--- config.mk ---
export PLATFORM = sky130hd
export DESIGN_NAME = tracker_sequencer
export DESIGN_NICKNAME = d
export VERILOG_FILES = /design/src/rtl/tracker_pkg.sv /design/src/rtl/tracker_sequencer_tick_divider.sv /design/src/rtl/tracker_sequencer.sv
export SDC_FILE = /design/constraint.sdc
export NUM_CORES = 1
export LEC_CHECK = 0
export BUFFER_PORTS_ARGS = -buffer_cell sky130_fd_sc_hd__buf_2
export CAP_MARGIN = 20
export CORE_MARGIN = 2
export CORE_UTILIZATION = 52
export DETAILED_ROUTE_END_ITERATION = 10
export MAX_ROUTING_LAYER = met4
export PLACE_DENSITY = 0.81
export SYNTH_ARGS = -nofsm -noshare
export SYNTH_HDL_FRONTEND = slang
export SYNTH_SLANG_ARGS = --single-unit
--- constraint.sdc ---
create_clock -name clk -period 5.71 [get_ports clk]
set_input_delay 1.142 -clock clk [delete_from_list [all_inputs] [get_ports clk]]
set_output_delay 1.142 -clock clk [all_outputs]
set_load 0.02 [all_outputs]
--- src/rtl/tracker_pkg.sv ---
// tracker_pkg: shared sequencer state enum, note-field codes and note slice helper.
package tracker_pkg;
  typedef enum logic [1:0] {S_IDLE, S_FETCH, S_ISSUE, S_WAIT} seq_state_t;
  localparam logic [7:0] NOTE_EMPTY = 8'h00;
  localparam logic [7:0] NOTE_OFF = 8'hFF;
  function automatic logic [7:0] note_field(input logic [15:0] entry);
    return 8'(entry >> 8);
  endfunction
endpackage

--- src/rtl/tracker_sequencer_tick_divider.sv ---
// tick_divider: divides clk into tempo ticks; a period of 0 behaves as 1.
module tick_divider #(
  parameter int TICK_W = 24
) (
  input  logic              clk,
  input  logic              rst_active_low,
  input  logic              clr,
  input  logic              en,
  input  logic [TICK_W-1:0] tick_period,
  output logic              tick_strobe
);
  logic [TICK_W-1:0] cnt_q, cnt_d, last;
  assign last = tick_period == '0 ? '0 : tick_period - 1'b1;
  // >= so a live shrink of the period below the running count still ticks
  assign tick_strobe = en && cnt_q >= last;
  assign cnt_d = clr ? '0 : !en ? cnt_q : tick_strobe ? '0 : cnt_q + 1'b1;
  always_ff @(posedge clk or negedge rst_active_low)
    if (!rst_active_low) cnt_q <= '0;
    else cnt_q <= cnt_d;
endmodule

--- src/rtl/tracker_sequencer.sv ---
// tracker_sequencer: tempo-divided row/phrase chain playback issuing per-channel note pulses.
// Defining TRACKER_SEQ_SWING_EN adds swing_ticks, lengthening odd rows.
module tracker_sequencer
  import tracker_pkg::*;
#(
  parameter int NUM_CHANNELS = 4,
  parameter int NUM_ROWS = 16,
  parameter int NUM_PHRASES = 16,
  parameter int ENTRY_W = 16,
  parameter int TICK_W = 24,
  localparam int ROW_W = $clog2(NUM_ROWS),
  localparam int PH_W = $clog2(NUM_PHRASES)
) (
  input  logic                            clk,
  input  logic                            rst_active_low,
  input  logic                            play_enable,
  input  logic                            loop_enable,
  input  logic                            restart,
  input  logic [TICK_W-1:0]               tick_period,
  input  logic [4:0]                      ticks_per_row,
  input  logic [PH_W:0]                   chain_len,
`ifdef TRACKER_SEQ_SWING_EN
  input  logic [3:0]                      swing_ticks,
`endif
  input  logic [NUM_CHANNELS*ENTRY_W-1:0] row_data,
  output logic [ROW_W-1:0]                row,
  output logic [PH_W-1:0]                 phrase_idx,
  output logic                            row_strobe,
  output logic                            tick_strobe,
  output logic [NUM_CHANNELS-1:0]         note_on,
  output logic [NUM_CHANNELS-1:0]         note_off,
  output logic [NUM_CHANNELS*ENTRY_W-1:0] entry_out,
  output logic                            playing,
  output logic                            end_of_song
);
`ifdef TRACKER_SEQ_SWING_EN
  localparam int CNT_W = 6;
`else
  localparam int CNT_W = 5;
`endif
  localparam logic [ROW_W-1:0] ROW_LAST = ROW_W'(NUM_ROWS - 1);

  seq_state_t state_q, state_d;
  logic [ROW_W-1:0] row_q, row_d;
  logic [PH_W-1:0] ph_q, ph_d;
  logic [CNT_W-1:0] cnt_q, cnt_d, row_len, swing_add;
  logic [NUM_CHANNELS*ENTRY_W-1:0] entry_q, entry_d;
  logic [PH_W:0] chain_eff;
  logic row_done, at_end;

`ifdef TRACKER_SEQ_SWING_EN
  assign swing_add = row_q[0] ? CNT_W'(swing_ticks) : '0;
`else
  assign swing_add = '0;
`endif
  assign row_len = (ticks_per_row == '0 ? CNT_W'(1) : CNT_W'(ticks_per_row)) + swing_add;
  assign chain_eff = chain_len == '0 ? (PH_W+1)'(1) :
                     chain_len > (PH_W+1)'(NUM_PHRASES) ? (PH_W+1)'(NUM_PHRASES) : chain_len;
  assign row_done = tick_strobe && cnt_q == row_len - 1'b1;
  // >= keeps a live chain_len shrink from running past the new end
  assign at_end = row_q == ROW_LAST && {1'b0, ph_q} >= chain_eff - 1'b1;

  tick_divider #(.TICK_W(TICK_W)) u_div (
    .clk(clk),
    .rst_active_low(rst_active_low),
    .clr(state_q != S_WAIT || restart),
    .en(state_q == S_WAIT),
    .tick_period(tick_period),
    .tick_strobe(tick_strobe)
  );

  for (genvar c = 0; c < NUM_CHANNELS; c++) begin : g_ch
    logic [7:0] note;
    assign note = note_field(row_data[c*ENTRY_W +: 16]);
    assign note_on[c] = state_q == S_ISSUE && note != NOTE_EMPTY && note != NOTE_OFF;
    assign note_off[c] = state_q == S_ISSUE && note == NOTE_OFF;
  end

  always_comb begin
    state_d = state_q;
    row_d = row_q;
    ph_d = ph_q;
    entry_d = state_q == S_ISSUE ? row_data : entry_q;
    cnt_d = state_q == S_WAIT && play_enable && !row_done ? cnt_q + CNT_W'(tick_strobe) : '0;
    end_of_song = 1'b0;
    unique case (state_q)
      S_IDLE:  state_d = play_enable ? S_FETCH : S_IDLE;
      S_FETCH: state_d = play_enable ? S_ISSUE : S_IDLE;
      S_ISSUE: state_d = S_WAIT;
      S_WAIT: begin
        if (!play_enable) state_d = S_IDLE;
        else if (row_done && at_end) begin
          row_d = '0;
          ph_d = '0;
          state_d = loop_enable ? S_FETCH : S_IDLE;
          end_of_song = !loop_enable;
        end else if (row_done) begin
          row_d = row_q == ROW_LAST ? '0 : row_q + 1'b1;
          ph_d = row_q == ROW_LAST ? ph_q + 1'b1 : ph_q;
          state_d = S_FETCH;
        end
      end
    endcase
    if (restart) begin
      row_d = '0;
      ph_d = '0;
      cnt_d = '0;
      end_of_song = 1'b0;
      state_d = play_enable ? S_FETCH : S_IDLE;
    end
  end

  always_ff @(posedge clk or negedge rst_active_low)
    if (!rst_active_low) begin
      state_q <= S_IDLE;
      row_q <= '0;
      ph_q <= '0;
      cnt_q <= '0;
      entry_q <= '0;
    end else begin
      state_q <= state_d;
      row_q <= row_d;
      ph_q <= ph_d;
      cnt_q <= cnt_d;
      entry_q <= entry_d;
    end

  assign row = row_q;
  assign phrase_idx = ph_q;
  assign row_strobe = state_q == S_FETCH;
  assign playing = state_q != S_IDLE;
  assign entry_out = entry_q;
endmodule

# Yosys cells after proc, flatten, opt, wreduce, memory -nomap -nowiden
# Cells that the tools add are included.
[word_totals]
output_inout_bits = 84
word_cells = 101
ff_bits = 103
in_bits = 103
[classes]
n_eq_ne = 15
n_mux = 33
order_cmp = 3
addsub = 7
reduce_logical = 37
[op_table]
columns = ["cell", "n"]
rows = [
  ["two-way mux 24 bit", 4],
  ["two-way mux 4 bit", 12],
  ["== test 8 bit, second input constant", 4],
  ["inequality test 8 bit, second input constant", 4],
  ["nonzero test 8 bit", 4],
  ["two-way mux 5 bit", 5],
  ["adder 24 x 1 -> 24 bit, second input constant", 1],
  [">= comparator 24 bit", 1],
  ["logical NOT 24 bit", 1],
  ["subtractor 24 x 1 -> 24 bit, second input constant", 1],
  ["logical AND 1 bit", 18],
  ["logical NOT 5 bit", 2],
  ["two-way mux 2 bit", 5],
  ["subtractor 5 x 1 -> 5 bit, second input constant", 2],
  ["adder 4 x 1 -> 4 bit, second input constant", 2],
  ["one-hot mux 2 bit (4 select lines)", 1],
  ["nonzero test 2 bit", 4],
  ["two-way mux 1 bit", 6],
  ["nonzero test 3 bit", 2],
  ["adder 5 x 1 -> 5 bit", 1],
  ["== test 5 bit", 1],
  [">= comparator 4 x 5 -> 1 bit", 1],
  ["> comparator 5 bit, second input constant", 1],
  ["inequality test 5 bit, second input constant", 1],
  ["9 further kinds", 11],
]

# Logic depth before layout (Yosys ltp)
[logic_depth]
word_depth = 11
depth_mapped = 18
ltp_nobuf = 18

# Cells and area by module
# A second synthesis with hierarchy kept.
[unflattened]
cells_unflattened = 622
hier_area_um2 = 6266.0
[by_module_without_submodules]
columns = ["module", "instances", "seq_area_each_um2", "area_per_inst_um2", "cells_each"]
rows = [
  ["tracker_sequencer", 1, 1976.9, 3661.0, 288],
  ["tick_divider", 1, 600.6, 2605.0, 334],
]

# Least setup slack after synthesis
# No wires, ideal clock.
[synth_path]
path_type = "input to output"
startpoint = "in tick_period[13]"
endpoint = "out end_of_song"
stages = 13
t_required_ns = 4.568
setup_slack_ns = -0.126
t_arrival_ns = 4.694
path_buffers = 0
path_cell_list = "or4_1 -> or3_1 -> or3_1 -> nor3_1 -> xor2_1 -> nand2_1 -> ha_1 -> nand4_1 -> nor4_1 -> o211ai_1 -> o211ai_2 -> nand2_1 -> nor3_1"
[synth_via]
elab_chain_cells = 10
word_cells_on_any_way = 11
cone_classes = "1 x add/sub; 1 x order compare; 5 x mux; 4 x reduce/logical"
[synth_rtl]
columns = ["element", "line", "rtl"]
rows = [
  ["from (decl)", "tracker_sequencer.sv:19", "input logic [TICK_W-1:0] tick_period,"],
  ["subtractor 24 x 1 -> 24 bit or logical NOT 24 bit (tied branches)", "tracker_sequencer_tick_divider.sv:13", "assign last = tick_period == '0 ? '0 : tick_period - 1'b1;"],
  ["two-way mux 24 bit *", "tracker_sequencer_tick_divider.sv:13", ""],
  [">= comparator 24 bit *", "tracker_sequencer_tick_divider.sv:15", "assign tick_strobe = en && cnt_q >= last;"],
  ["logical AND 1 bit *", "tracker_sequencer_tick_divider.sv:15", ""],
  ["logical AND 1 bit *", "tracker_sequencer.sv:59", "assign row_done = tick_strobe && cnt_q == row_len - 1'b1;"],
  ["logical AND 1 bit *", "tracker_sequencer.sv:92", "else if (row_done && at_end) begin"],
  ["two-way mux 1 bit *", "tracker_sequencer.sv:92", ""],
  ["two-way mux 1 bit *", "tracker_sequencer.sv:91", "if (!play_enable) state_d = S_IDLE;"],
  ["two-way mux 1 bit *", "tracker_sequencer.sv:86", "unique case (state_q)"],
  ["two-way mux 1 bit *", "tracker_sequencer.sv:104", "if (restart) begin"],
  ["to (decl)", "tracker_sequencer.sv:34", "output logic end_of_song"],
]
# Every way passes the cells marked *; elsewhere a longest branch is shown, timed or not.

# Final worst setup path
# Same ends and word-level chain as after synthesis.

==> flow_summary.ini <==
[global_route]
grtUsageTotal_pct = 24.5
grt_pass1_wl_mm = 22.9
grt_overflow = 0
antenna_found_initial = 0
first_global_vias = 5055
grt_max_degree = 59

[setup_path]
worst_setup_path_end_kind = output pin
worstPathArrival_ps = 4520
startpoint = tick_period[13]
critPathMaxFanout = 3
critPathKind = input port to output pin
rr_startpoint = u_div.cnt_q[0]
worstSetupStartpointType = input port
crit_required_ps = 4570

[die]
core_area_um2 = 10900
initial_core_util_pct = 53.5
ioPinCount = 187
die_h_um = 110
die-area_um2 = 12100
die_width_um = 110
rows = 38

[power_and_ir_drop]
max-vdd-ir-drop_uv = 239
powerDensity_nw_per_um2 = 303
p_leak_nw = 3.52

[logic_synthesis]
synth_flop_cell = dfrtp_1
synth_top_area_share_pct = 44.3
syn_inst = 564
syn_nets = 704
yosysSeqAreaShare_pct = 44.3
avgSynthCellArea_um2 = 10.3
synth_cell_types = 46
yosys.area.top_type = dfrtp_1
yosys_warnings = 0
ys_ff_latch = 103
syn-cell-area_um2 = 5820
synth_area_leaders = dfrtp_1, mux2_2, ha_1, xor2_1, nor2_1
synth_edf_count = 0
async_reset_ff_share_pct = 100

[drt]
dr.pass1.iters = 5
vias = 5082
via_per_inst = 5.57
wl_mm = 14.4
drt_iter0_drc = 270
drtAntennaViolNets = 0
drc = 0
wire_per_inst_um = 15.8

[clock_network]
cts_tree = done
htreeDepth = 3
cts_root_buf = clkbuf_8
clock_latency_ps = 360
cts_buffer_depth = 2
cts_num_sinks = 103
cts_buffers = 9
path_clk_slew_ps = 90

[run_status]
outcome = complete, no violations

[layout]
instances_no_fill = 912
final_util_pct = 67.2
nNetsFinal = 907
fill_cells = 872
antenna_cells = 0
syn_to_final_growth_pct = 25.6
drive_above_1_share_pct = 39.2

[timing]
rsz0062_at_grt = true
setup_viol = 0
fin_crit_ps = 5660
hold_violations = 0
finalMaxSlewViolations = 0
fmax_mhz = 177
worst_slew_pin_slew_ps = 794
fin_worst_skew_ps = 11.6
slew_headroom_pct = 47.1
final.period_utilization_pct = 99.2

[placed_design]
hpwl_mm = 11.2
place_congestion = 0.932
numPortBuffers = 186
placed_cells = 891

[run]
drv_cap = 0

[hold_path]
hp-class = flop to flop
min_from = entry_out[11]
==> critical path, stage by stage <==
cell and delay (ps):
buf_6 90, or4_4 520, or3_4 350, or3_4 390, nor3_4 120, xor2_1 140
nand2_1 100, ha_4 280, nand4_1 160, nor4_4 330, o211ai_1 160, o211ai_2 310
nand2_2 110, nor3_2 130, buf_4 160
==> cell usage in the layout (no fill, tap or decap), drive strengths merged, types with 2 or more instances in the layout <==
| cell type | n |
|---|---|
| a211o | 2 |
| a211oi | 6 |
| a21o | 2 |
| a21oi | 22 |
| a221oi | 2 |
| a22oi | 2 |
| a2bb2oi | 2 |
| and2 | 2 |
| and3 | 7 |
| and4 | 3 |
| buf | 209 |
| clkbuf | 11 |
| clkinvlp | 2 |
| dfrtp | 103 |
| ha | 37 |
| inv | 18 |
| mux2 | 64 |
| nand2 | 52 |
| nand2b | 9 |
| nand3 | 22 |
| nand4 | 17 |
| nor2 | 53 |
| nor2b | 6 |
| nor3 | 16 |
| nor4 | 16 |
| nor4b | 2 |
| o211ai | 4 |
| o21ai | 10 |
| or3 | 9 |
| or4 | 2 |
| xnor2 | 11 |
| xor2 | 37 |
==> timing repair <==
| item | CTS | global route |
|---|---|---|
| resized for setup | 6 | 12 |
| endpoints found under the setup margin | 2 | 2 |
| endpoints found under the hold margin | 0 | 0 |
| hold buffers | 0 | 0 |
| pin swaps | 6 | 6 |
| setup buffers | 1 | 4 |
==> power breakdown <==
| group | internal, mW | switching, mW | leakage [nW] |
|---|---|---|---|
| sequential | 0.912 | 0.0934 | 1.29 |
| combinational | 0.327 | 0.475 | 2.15 |
| clock | 0.163 | 0.248 | 0.0805 |
| total | 1.40 | 0.817 | 3.52 |
==> per-layer routing <==
metal | global-route usage [%] | wire (µm) | vias to the layer above
met3 | 4.98 | 801 | 28
met4 | 6.78 | 279 | 0
met5 | - | 0 | -
met2 | 42.6 | 7650 | 163
met1 | 28.8 | 5670 | 2467
li1 | - | - | 2424
==> through the flow <==
step / cell area (µm²) / total power [mW] / setup TNS, ps / hold slack (ps) / worst slack (ps)
after floorplan: 5830 / 1.48 / 0 / 485 / 31.8
after global placement: 7000 / 1.79 / 0 / 482 / 36.0
after detailed placement: 7000 / 1.82 / -389 / 488 / -230
after CTS: 7220 / 2.24 / 0 / 511 / 13.9
after global routing: 7320 / 2.34 / -200 / 521 / -129
final: 7320 / 2.22 / 0 / 510 / 46.3
==> cell type report <==
cell class | count | area, µm² | share of cell area, %
clock buffer | 11 | 131 | 1.80
inverter | 16 | 60.1 | 0.821
multi-input combinational | 428 | 3200 | 43.8
clock inverter | 5 | 41.3 | 0.564
tap | 140 | 175 | 2.39
sequential | 103 | 2580 | 35.2
timing repair buffer | 209 | 1130 | 15.4
==> flip-flops by register name, indices dropped and copies added, names as in the netlist <==
name / count
entry_out: 64
u_div.cnt_q: 24
state_q: 2
cnt_q: 5
phrase_idx: 4
row: 4
==> logic make-up (layout without fill, tap and decap cells) <==
kind of cell | count (synthesis) | count (layout) | synth area share [%]
XOR/XNOR | 48 | 48 | 7.22
buffers and inverters | 33 | 241 | 2.26
AO/OA/AOI/OAI | 60 | 60 | 6.90
adder cells (fa/ha/maj) | 37 | 37 | 7.95
flip-flops | 103 | 103 | 44.3
multiplexers | 64 | 64 | 12.4
AND/OR/NAND/NOR | 219 | 219 | 19.0
==> Yosys cell counts (2+ instances only) <==
| master | number |
|---|---|
| nand3_1 | 21 |
| a22oi_1 | 2 |
| nand2b_1 | 9 |
| xnor2_1 | 11 |
| a211oi_1 | 6 |
| o211ai_1 | 3 |
| nand2_1 | 52 |
| nor4b_1 | 2 |
| nor2_1 | 53 |
| dfrtp_1 | 103 |
| xor2_1 | 37 |
| a2bb2oi_1 | 2 |
| a211o_1 | 2 |
| clkbuf_1 | 16 |
| a21oi_1 | 22 |
| and3_1 | 7 |
| and2_1 | 2 |
| nand4_1 | 17 |
| nor3_1 | 15 |
| nor2b_1 | 6 |
| ha_1 | 37 |
| a21o_1 | 2 |
| o21ai_0 | 10 |
| or4_1 | 2 |
| or3_1 | 9 |
| nor4_1 | 16 |
| and4_1 | 3 |
| inv_1 | 16 |
| mux2_2 | 64 |
==> final timing paths <==
path	cells after the start	endpoint	slack [ps]
hold / removal	1	entry_out[11]	510
setup reg to reg	13	cnt_q[4]	2720
max in group asynchronous	2	entry_out[10]	3790
hold reg to reg	1	entry_out[11]	510
min in group asynchronous	1	entry_out[15]	770
setup / recovery	15	end_of_song	50
No activity file was read; power rests on OpenSTA's default activity.
